### src/rtl/fc_rd_ctrl_if.sv
// Bus bundle between the FC read controller, its word memory, and the FC layer.
// The master side is the controller; the slave side is the memory plus layer.
interface fc_rd_ctrl_if #(
  parameter int batch_size   = 1,
  parameter int feature_size = 3,
  parameter int bias_size    = 2,
  parameter int addr_width   = 16
) ();
  logic                                 mem_rd_en;
  logic [addr_width-1:0]                mem_addr;
  logic [31:0]                          mem_rdata;
  logic [batch_size*feature_size*32-1:0] data;
  logic [feature_size*bias_size*32-1:0]  weight;
  logic [bias_size*32-1:0]               bias;
  logic                                 data_en;
  logic                                 weight_en;
  logic                                 bias_en;
  logic                                 bias_rq;
  logic                                 result_valid;

  modport master (
    output mem_rd_en, mem_addr, data, weight, bias, data_en, weight_en, bias_en,
    input  mem_rdata, bias_rq, result_valid
  );

  modport slave (
    input  mem_rd_en, mem_addr, data, weight, bias, data_en, weight_en, bias_en,
    output mem_rdata, bias_rq, result_valid
  );
endinterface

### src/rtl/fc_rd_ctrl.sv
// Sequences one fully-connected layer pass: fetch data+weights, present them,
// then fetch the bias on request and hold it until the layer reports a result.
module fc_rd_ctrl #(
  parameter int batch_size   = 1,
  parameter int feature_size = 3,
  parameter int bias_size    = 2,
  parameter int addr_width   = 16
) (
  input  logic                  clk,
  input  logic                  rst_n,
  input  logic                  start,
  input  logic [addr_width-1:0] data_base,
  input  logic [addr_width-1:0] weight_base,
  input  logic [addr_width-1:0] bias_base,
  output logic                  busy,
  output logic                  done,
  fc_rd_ctrl_if.master          bus
);

  localparam int ND   = batch_size * feature_size;
  localparam int NW   = feature_size * bias_size;
  localparam int NB   = bias_size;
  localparam int NDW  = ND + NW;
  localparam int MAXN = (NDW > NB) ? NDW : NB;
  localparam int CW   = $clog2(MAXN + 1);

  localparam logic [CW-1:0] ND_C    = CW'(ND);
  localparam logic [CW-1:0] LAST_DW = CW'(NDW - 1);
  localparam logic [CW-1:0] LAST_B  = CW'(NB - 1);

  typedef enum logic [2:0] {
    IDLE,
    LOAD_DW,
    PRESENT_DW,
    WAIT_RQ,
    LOAD_B,
    HOLD_B,
    FINISH
  } state_t;

  state_t state, state_nxt;

  logic [addr_width-1:0] data_base_q, weight_base_q, bias_base_q;
  logic                  rd_en_q, rd_en_nxt;
  logic [addr_width-1:0] addr_q, addr_nxt;
  logic [CW-1:0]         req_idx, req_idx_nxt;
  logic                  cap_vld;
  logic [CW-1:0]         cap_idx;
  logic [ND*32-1:0]      data_q;
  logic [NW*32-1:0]      weight_q;
  logic [NB*32-1:0]      bias_q;

  // Read issue runs ahead of capture by one cycle; the FSM advances on the
  // capture of the final word, not on the issue of the final read.
  always_comb begin
    state_nxt   = state;
    rd_en_nxt   = 1'b0;
    addr_nxt    = addr_q;
    req_idx_nxt = req_idx;
    case (state)
      IDLE: begin
        if (start) begin
          state_nxt   = LOAD_DW;
          rd_en_nxt   = 1'b1;
          addr_nxt    = data_base;
          req_idx_nxt = '0;
        end
      end
      LOAD_DW: begin
        if (rd_en_q && (req_idx != LAST_DW)) begin
          rd_en_nxt   = 1'b1;
          req_idx_nxt = req_idx + 1'b1;
          if (req_idx_nxt < ND_C)
            addr_nxt = data_base_q + addr_width'(req_idx_nxt);
          else
            addr_nxt = weight_base_q + addr_width'(req_idx_nxt - ND_C);
        end
        if (cap_vld && (cap_idx == LAST_DW))
          state_nxt = PRESENT_DW;
      end
      PRESENT_DW: state_nxt = WAIT_RQ;
      WAIT_RQ: begin
        if (bus.bias_rq) begin
          state_nxt   = LOAD_B;
          rd_en_nxt   = 1'b1;
          addr_nxt    = bias_base_q;
          req_idx_nxt = '0;
        end
      end
      LOAD_B: begin
        if (rd_en_q && (req_idx != LAST_B)) begin
          rd_en_nxt   = 1'b1;
          req_idx_nxt = req_idx + 1'b1;
          addr_nxt    = bias_base_q + addr_width'(req_idx_nxt);
        end
        if (cap_vld && (cap_idx == LAST_B))
          state_nxt = HOLD_B;
      end
      HOLD_B: begin
        if (bus.result_valid)
          state_nxt = FINISH;
      end
      FINISH:  state_nxt = IDLE;
      default: state_nxt = IDLE;
    endcase
  end

  always_ff @(posedge clk or negedge rst_n) begin
    if (!rst_n) begin
      state         <= IDLE;
      rd_en_q       <= 1'b0;
      addr_q        <= '0;
      req_idx       <= '0;
      cap_vld       <= 1'b0;
      cap_idx       <= '0;
      data_base_q   <= '0;
      weight_base_q <= '0;
      bias_base_q   <= '0;
    end else begin
      state   <= state_nxt;
      rd_en_q <= rd_en_nxt;
      addr_q  <= addr_nxt;
      req_idx <= req_idx_nxt;
      cap_vld <= rd_en_q;
      cap_idx <= req_idx;
      if ((state == IDLE) && start) begin
        data_base_q   <= data_base;
        weight_base_q <= weight_base;
        bias_base_q   <= bias_base;
      end
    end
  end

  // Word index k of the fetch stream maps straight onto the flat packed slot k.
  always_ff @(posedge clk or negedge rst_n) begin
    if (!rst_n) begin
      data_q   <= '0;
      weight_q <= '0;
      bias_q   <= '0;
    end else if (cap_vld) begin
      if (state == LOAD_DW) begin
        for (int i = 0; i < ND; i++)
          if (cap_idx == CW'(i)) data_q[i*32 +: 32] <= bus.mem_rdata;
        for (int i = 0; i < NW; i++)
          if (cap_idx == CW'(ND + i)) weight_q[i*32 +: 32] <= bus.mem_rdata;
      end else if (state == LOAD_B) begin
        for (int i = 0; i < NB; i++)
          if (cap_idx == CW'(i)) bias_q[i*32 +: 32] <= bus.mem_rdata;
      end
    end
  end

  assign bus.mem_rd_en = rd_en_q;
  assign bus.mem_addr  = addr_q;
  assign bus.data      = data_q;
  assign bus.weight    = weight_q;
  assign bus.bias      = bias_q;
  assign bus.data_en   = (state == PRESENT_DW);
  assign bus.weight_en = (state == PRESENT_DW);
  assign bus.bias_en   = (state == HOLD_B);
  assign busy          = (state != IDLE);
  assign done          = (state == FINISH);

endmodule

### src/flat_wrapper.sv
// flat-port wrapper written by rule: the top's interface ports become plain ports
module fc_rd_ctrl_flat 
#(
  parameter int batch_size   = 1,
  parameter int feature_size = 3,
  parameter int bias_size    = 2,
  parameter int addr_width   = 16
)
  (clk, rst_n, start, data_base, weight_base, bias_base, busy, done, bus_mem_rd_en, bus_mem_addr, bus_data, bus_weight, bus_bias, bus_data_en, bus_weight_en, bus_bias_en, bus_mem_rdata, bus_bias_rq, bus_result_valid);
  fc_rd_ctrl_if #(.batch_size(batch_size), .feature_size(feature_size), .bias_size(bias_size), .addr_width(addr_width)) bus_i ();
  input  logic clk;
  input  logic rst_n;
  input  logic start;
  input  logic [addr_width-1:0] data_base;
  input  logic [addr_width-1:0] weight_base;
  input  logic [addr_width-1:0] bias_base;
  output logic busy;
  output logic done;
  output wire logic [$bits(bus_i.mem_rd_en)-1:0] bus_mem_rd_en;
  output wire logic [$bits(bus_i.mem_addr)-1:0] bus_mem_addr;
  output wire logic [$bits(bus_i.data)-1:0] bus_data;
  output wire logic [$bits(bus_i.weight)-1:0] bus_weight;
  output wire logic [$bits(bus_i.bias)-1:0] bus_bias;
  output wire logic [$bits(bus_i.data_en)-1:0] bus_data_en;
  output wire logic [$bits(bus_i.weight_en)-1:0] bus_weight_en;
  output wire logic [$bits(bus_i.bias_en)-1:0] bus_bias_en;
  input wire logic [$bits(bus_i.mem_rdata)-1:0] bus_mem_rdata;
  input wire logic [$bits(bus_i.bias_rq)-1:0] bus_bias_rq;
  input wire logic [$bits(bus_i.result_valid)-1:0] bus_result_valid;
  assign bus_mem_rd_en = bus_i.mem_rd_en;
  assign bus_mem_addr = bus_i.mem_addr;
  assign bus_data = bus_i.data;
  assign bus_weight = bus_i.weight;
  assign bus_bias = bus_i.bias;
  assign bus_data_en = bus_i.data_en;
  assign bus_weight_en = bus_i.weight_en;
  assign bus_bias_en = bus_i.bias_en;
  assign bus_i.mem_rdata = bus_mem_rdata;
  assign bus_i.bias_rq = bus_bias_rq;
  assign bus_i.result_valid = bus_result_valid;
  fc_rd_ctrl #(.batch_size(batch_size), .feature_size(feature_size), .bias_size(bias_size), .addr_width(addr_width)) u_core (.clk(clk), .rst_n(rst_n), .start(start), .data_base(data_base), .weight_base(weight_base), .bias_base(bias_base), .busy(busy), .done(done), .bus(bus_i));
endmodule
### config.mk
export PLATFORM = sky130hd
export DESIGN_NAME = fc_rd_ctrl_flat
export DESIGN_NICKNAME = d
export VERILOG_FILES = /design/src/rtl/fc_rd_ctrl_if.sv /design/src/rtl/fc_rd_ctrl.sv /design/src/flat_wrapper.sv
export SDC_FILE = /design/constraint.sdc
export NUM_CORES = 1
export LEC_CHECK = 0
export CORE_MARGIN = 2
export CORE_UTILIZATION = 30
export DETAILED_ROUTE_END_ITERATION = 8
export MAX_ROUTING_LAYER = met4
export SYNTH_ARGS = -nofsm -noshare
export SYNTH_HDL_FRONTEND = slang
export SYNTH_SLANG_ARGS = --single-unit
### constraint.sdc
create_clock -name clk -period 3 [get_ports clk]
set_input_delay 0.75 -clock clk [delete_from_list [all_inputs] [get_ports clk]]
set_output_delay 0.75 -clock clk [all_outputs]
set_load 0.02 [all_outputs]
# Word level (Yosys, flattened, before mapping)
# Index checks and enable logic that the tools add are counted.
[word_totals] input_bits=85 regBits=429 out_inout_bits=374
[classes] add_sub_neg=5 magnitude_cmp=1 mux=22 n_reduce_logical=22 bitwise=1 eq_ne=23
[ops] operator="$mux W16" n=5
[ops] operator="$pmux W16 S4" n=1
[ops] operator="$add A16 B4 Y16" n=2
[ops] operator="$reduce_and A3 Y1" n=9
[ops] operator="$pmux W3 S6" n=1
[ops] operator="$add A16 B16 Y16" n=1
[ops] operator="$eq A4 B3 Y1 const B" n=4
[ops] operator="$mux W4" n=4
[ops] operator="$pmux W4 S4" n=1
[ops] operator="$mux W3" n=5
[ops] operator="$ne A2 B1 Y1 const B" n=5
[ops] operator="$reduce_and A5 Y1" n=2
[ops] operator="$eq A3 B3 Y1 const B" n=3
[ops] operator="$eq A4 B2 Y1 const B" n=2
[ops] operator="$reduce_and A4 Y1" n=2
[ops] operator="$eq A3 B2 Y1 const B" n=2
[ops] operator="$logic_and A1 B1 Y1" n=5
[ops] operator="$sub A4 B2 Y5 const B" n=1
[ops] operator="$add A4 B1 Y4 const B" n=1
[ops] operator="$eq A4 B1 Y1 const B" n=1
[ops] operator="$eq A4 B4 Y1 const B" n=1
[ops] operator="$logic_not A4 Y1" n=1
[ops] operator="$lt A4 B2 Y1 const B" n=1
[ops] operator="$mux W1" n=4
[ops] operator="other kinds (9)" n=10

# Logic depth before layout (Yosys ltp)
# Gate-level depths: netlist of the first run.
[logic_depth] depth_word=6 ltp_mapped=15

# Worst setup path after synthesis of the first run
# Ideal clock, no wire load.
[synth_timing] kind="reg-to-reg" from="reg u_core.req_idx[0]" to="reg u_core.addr_q[14], in the netlist u_core.bus.mem_addr[14]" arrival_ns=3.251 path_stages_with_launch=16 setup_ns=0.126 setup_slack_ns=-0.378 path_cell_list="dfrtp_1 > clkbuf_1 > inv_1 > ha_1 > inv_1 > nor2_1 > nor2_1 > xnor2_1 > ha_1 > a21oi_1 > a31oi_1 > o41ai_1 > o211ai_1 > a31oi_1 > mux2i_1 > nand2_1"
[synth_between] elab_chain_cells=6 elab_cells_between_ends=17 classes_between="add/sub (5); order compare (1); eq/ne (4); mux (4); reduce/logical (3)"
[synth_lines] item="from (decl)" line="fc_rd_ctrl.sv:46" text="logic [CW-1:0] req_idx, req_idx_nxt;"
[synth_lines] item="from (signal assigned)" line="fc_rd_ctrl.sv:123" text="req_idx <= req_idx_nxt;"
[synth_lines] item="$add A4 B1 Y4" line="fc_rd_ctrl.sv:72, fc_rd_ctrl.sv:93"
[synth_lines] item="$sub A4 B2 Y5" line="fc_rd_ctrl.sv:76" text="addr_nxt = weight_base_q + addr_width'(req_idx_nxt - ND_C);"
[synth_lines] item="$add A16 B16 Y16" line="fc_rd_ctrl.sv:76"
[synth_lines] item="$mux W16" line="fc_rd_ctrl.sv:73" text="if (req_idx_nxt < ND_C)"
[synth_lines] item="$mux W16" line="fc_rd_ctrl.sv:70" text="if (rd_en_q && (req_idx != LAST_DW)) begin"
[synth_lines] item="$pmux W16 S4" line="fc_rd_ctrl.sv:60" text="case (state)"
[synth_lines] item="to (signal assigned)" line="fc_rd_ctrl.sv:122" text="addr_q <= addr_nxt;"
[synth_lines] item="to (decl)" line="fc_rd_ctrl.sv:45" text="logic [addr_width-1:0] addr_q, addr_nxt;"
# Several ways; a longest one is shown, not always the timed one. The select of a mux whose other input is x is not followed.
# A chain may end at the register's enable or synchronous reset.

# Final worst setup path of the first run
# Ends and elaborated chain as after synthesis.

==> impl_results.md, run 1 <==
* Status: finished, final reports clean
* Register area share after synthesis at 58.2%
* Area contributors post-synth: dfrtp_1 (58%), mux2_2 (24%), ha_1 (1.8%)
* Core Region at 60600 µm²
* Drc violations at 0
* Max_slew headroom at 51.3%
* # clock sinks at 429
* Worst slew pin tran at 728 ps
* Initial DRC count at 660
* Post-DP HPWL at ~42 mm
* Layout cells sized above 1 at 32.5%
* Crit Path Category: reg -> reg
* Most common cell after layout, fill and taps aside: clkdlybuf4s50_1
* Clock transition at path regs at 60 ps
* Synth top area share at 58.2%
* Synth Flop Type: dfrtp_1
* IR Drop Worst-Case VDD at 0.742 mV
* Synth async-reset ratio at 100%
* RSZ-0062 raised after global routing: yes
* Dpl cell area at 24400 µm²
* GR Overflow Total at 0
* Final Hold Fails at 0
* Num CTS Buffers at 47
* Crit path launch type: flip-flop
* Skew final at 16.3 ps
* WL/cell at 21.9 µm
* Detailed Routing Iterations Pass 1 at 4
* Setup TNS at 0 ps
* # setup viols final at 0
* GP Congestion at 0.891
* Post-synth top area cell: dfrtp_1
* FP Rows at 90
* Clk_lat worst skew at 590 ps
* Die area at 63400 µm²
* Layout area overhead at 42.1%
* Syn_nets at about 1500
* Critical-path maximum fanout at 4
* FMAX at 0.336 GHz
* Vias per cell at 4.84
* # port buffers at 458
* Die width at 252 µm
* Crit end category: flip-flop
* Max-cap violations at 0
* Post-CTS Hold Fix Bufs at 0
* FF+latch count, synth at 429
* Gr usage total at 18.6%
* Post-layout min period at about 3000 ps
* Finished Cell Area at 26200 µm²
* Number of global-route vias before repair at 13500
* Post-Synthesis Cells at 1344
* Power Density at about 1300 nW/µm²
* Htree depth at 2
* Worst hold path class: in -> async
* Unique masters post-synth at 71
* CP Data Required Time at 3470 ps
* Most frequent cells in the layout: clkdlybuf4s50_1 (455), dfrtp_1 (427), mux2_2 (396)
* Storage cell area at 10700 µm²
* WL final at 58.3 mm
* NumNets Final at 1961
* Number of synthesized flops with an enable pin at 0
* I/O pin total at 459
* Largest net degree at the start of global routing at 70
* Global-route wire length before repair at 87.0 mm
* P_leak at ~0.011 µW
* CTS Root Cell: clkbuf_16
* Routed vias at approximately 13000
* Area of the multi-input gates at 7500 µm²
* Filler cell count at 5574
* Initial antenna violation count at 5
* CTS Buffer Depth at 3
* DIE HEIGHT at 252 µm
* Period utilization at 99.1%
* Antenna-violating nets left at 0
* Yosys warnings at 0
* Fin Hold WS at approximately 110 ps
* Fin. max-slew vios at 0
* WP data arrival at 3440 ps
* Initial Util at between 30 and 40%
* Syn avg cell area at 13.7 µm²
* Syn Std Cell Area at 18400 µm²
* CTS tree: done
[final timing paths]
kind	cells after the start	start	endpoint	slack (ps)
setup / recovery	14	u_core.req_idx[0]	u_core.bus.mem_addr[14]	30
hold / removal	1	rst_n	u_core.bus.weight[10]	110
setup reg to reg	14	u_core.req_idx[0]	u_core.bus.mem_addr[14]	30
hold reg to reg	0	u_core.bus.mem_rd_en	u_core.cap_vld	460
max in group asynchronous	2	rst_n	u_core.bus.bias[42]	1940
min in group clk	0	u_core.bus.mem_rd_en	u_core.cap_vld	460
[cells by family (layout without fill, tap and decap cells)]
kind of cell    Yosys count  in the layout  synth area share [%]
fa+ha+maj                31             31                  2.21
flops                   429            429                  58.2
compound gates          147            147                  5.58
buf+inv                 111            646                  2.60
other cells               0              4                     0
simple gates            181            181                  4.72
mux                     400            400                  24.4
xor+xnor                 45             45                  2.24
[layout make-up]
type / instances / area share (%)
clock inverters: 15 / 0.678
flip-flops and latches: 429 / 41.0
inverters: 19 / 0.282
well taps: 782 / 3.74
clock buffers: 67 / 5.13
multi-input cells: 804 / 28.6
diodes: 4 / 0.0382
repair buffers: 545 / 20.5
[per-stage QoR]
step / total power (µW) / util (%) / setup WS (ps) / instances
after detailed placement: 26700 / 40.3 / -101 / 2573
after floorplan: 18900 / - / 7.51 / 1344
final: 33100 / 43.2 / 26.2 / 2665
after global placement: 26400 / 40.3 / 40.5 / 2573
after CTS: 32700 / 42.9 / 3.34 / 2657
after global routing: 34900 / 43.2 / -154 / 2665
[cell usage after synthesis (3+ instances only)]
cell and instances:
dfrtp_1 429, mux2_2 396, nand2_1 56, nor2_1 54, clkbuf_1 51, a21oi_1 38
o21ai_0 28, ha_1 27, xnor2_1 23, xor2_1 21, nand3_1 18, buf_2 17
inv_1 17, buf_1 13, buf_4 11, nor3_1 10, a211oi_1 9, a31oi_1 8
o31ai_1 8, a21o_1 6, and3_1 6, nand2b_1 6, nand4_1 6, a22o_1 5
a22oi_1 4, a32oi_1 4, and2_1 3, fa_1 3, mux2i_1 3, nor3b_1 3
nor3b_2 3, o211ai_1 3, o221ai_1 3, o22ai_1 3, or2_2 3
[state kept, by name, summed over array words and instances (netlist names)]
name and flops:
u_core.bus.mem_rd_en 1, u_core.bus.data 96, u_core.cap_idx 4, u_core.data_base_q 16
u_core.bus.mem_addr 16, u_core.weight_base_q 16, u_core.req_idx 4, u_core.bus.weight 192
u_core.bus.bias 64, u_core.cap_vld 1, u_core.bias_base_q 16, u_core.state 3
[layer usage]
metal  up-vias  GRT usage, %  share of wire (%)
met2       386          31.5                 50
met4         0          4.46                1.9
met5         -             -                  0
li1       5779             -                  -
met1      6678          22.9                 43
met3        63          3.60                5.4
[what timing repair did]
| action | 4_1_cts | 5_1_grt |
|---|---|---|
| setup buffers | 2 | 4 |
| pin swaps | 3 | 12 |
| setup endpoints to repair | 8 | 12 |
| gates cloned | 0 | 0 |
| resized for setup | 9 | 39 |
[power breakdown]
part	internal [µW]	switching (µW)	total, µW
registers	8340	1700	10000
logic	8580	8750	17300
clock network	3300	2380	5680
[critical path: stages, from the launching register on]
cell	delay, ps
dfrtp_2	440
ha_4	180
buf_6	120
xor2_4	160
buf_6	120
xnor2_1	120
ha_1	330
buf_6	130
nand3b_1	130
a31oi_2	120
o41ai_2	350
o211ai_1	160
a31oi_1	210
mux2i_1	220
nand2_1	70
Note: power is estimated with default switching activity, not from simulation.
==> run 2, diff against run 1 <==
- CTS_CLUSTER_DIAMETER: unset -> 120
==> results of run 2 <==
No change in the layout: final DEF, timing and power equal those of run 1.
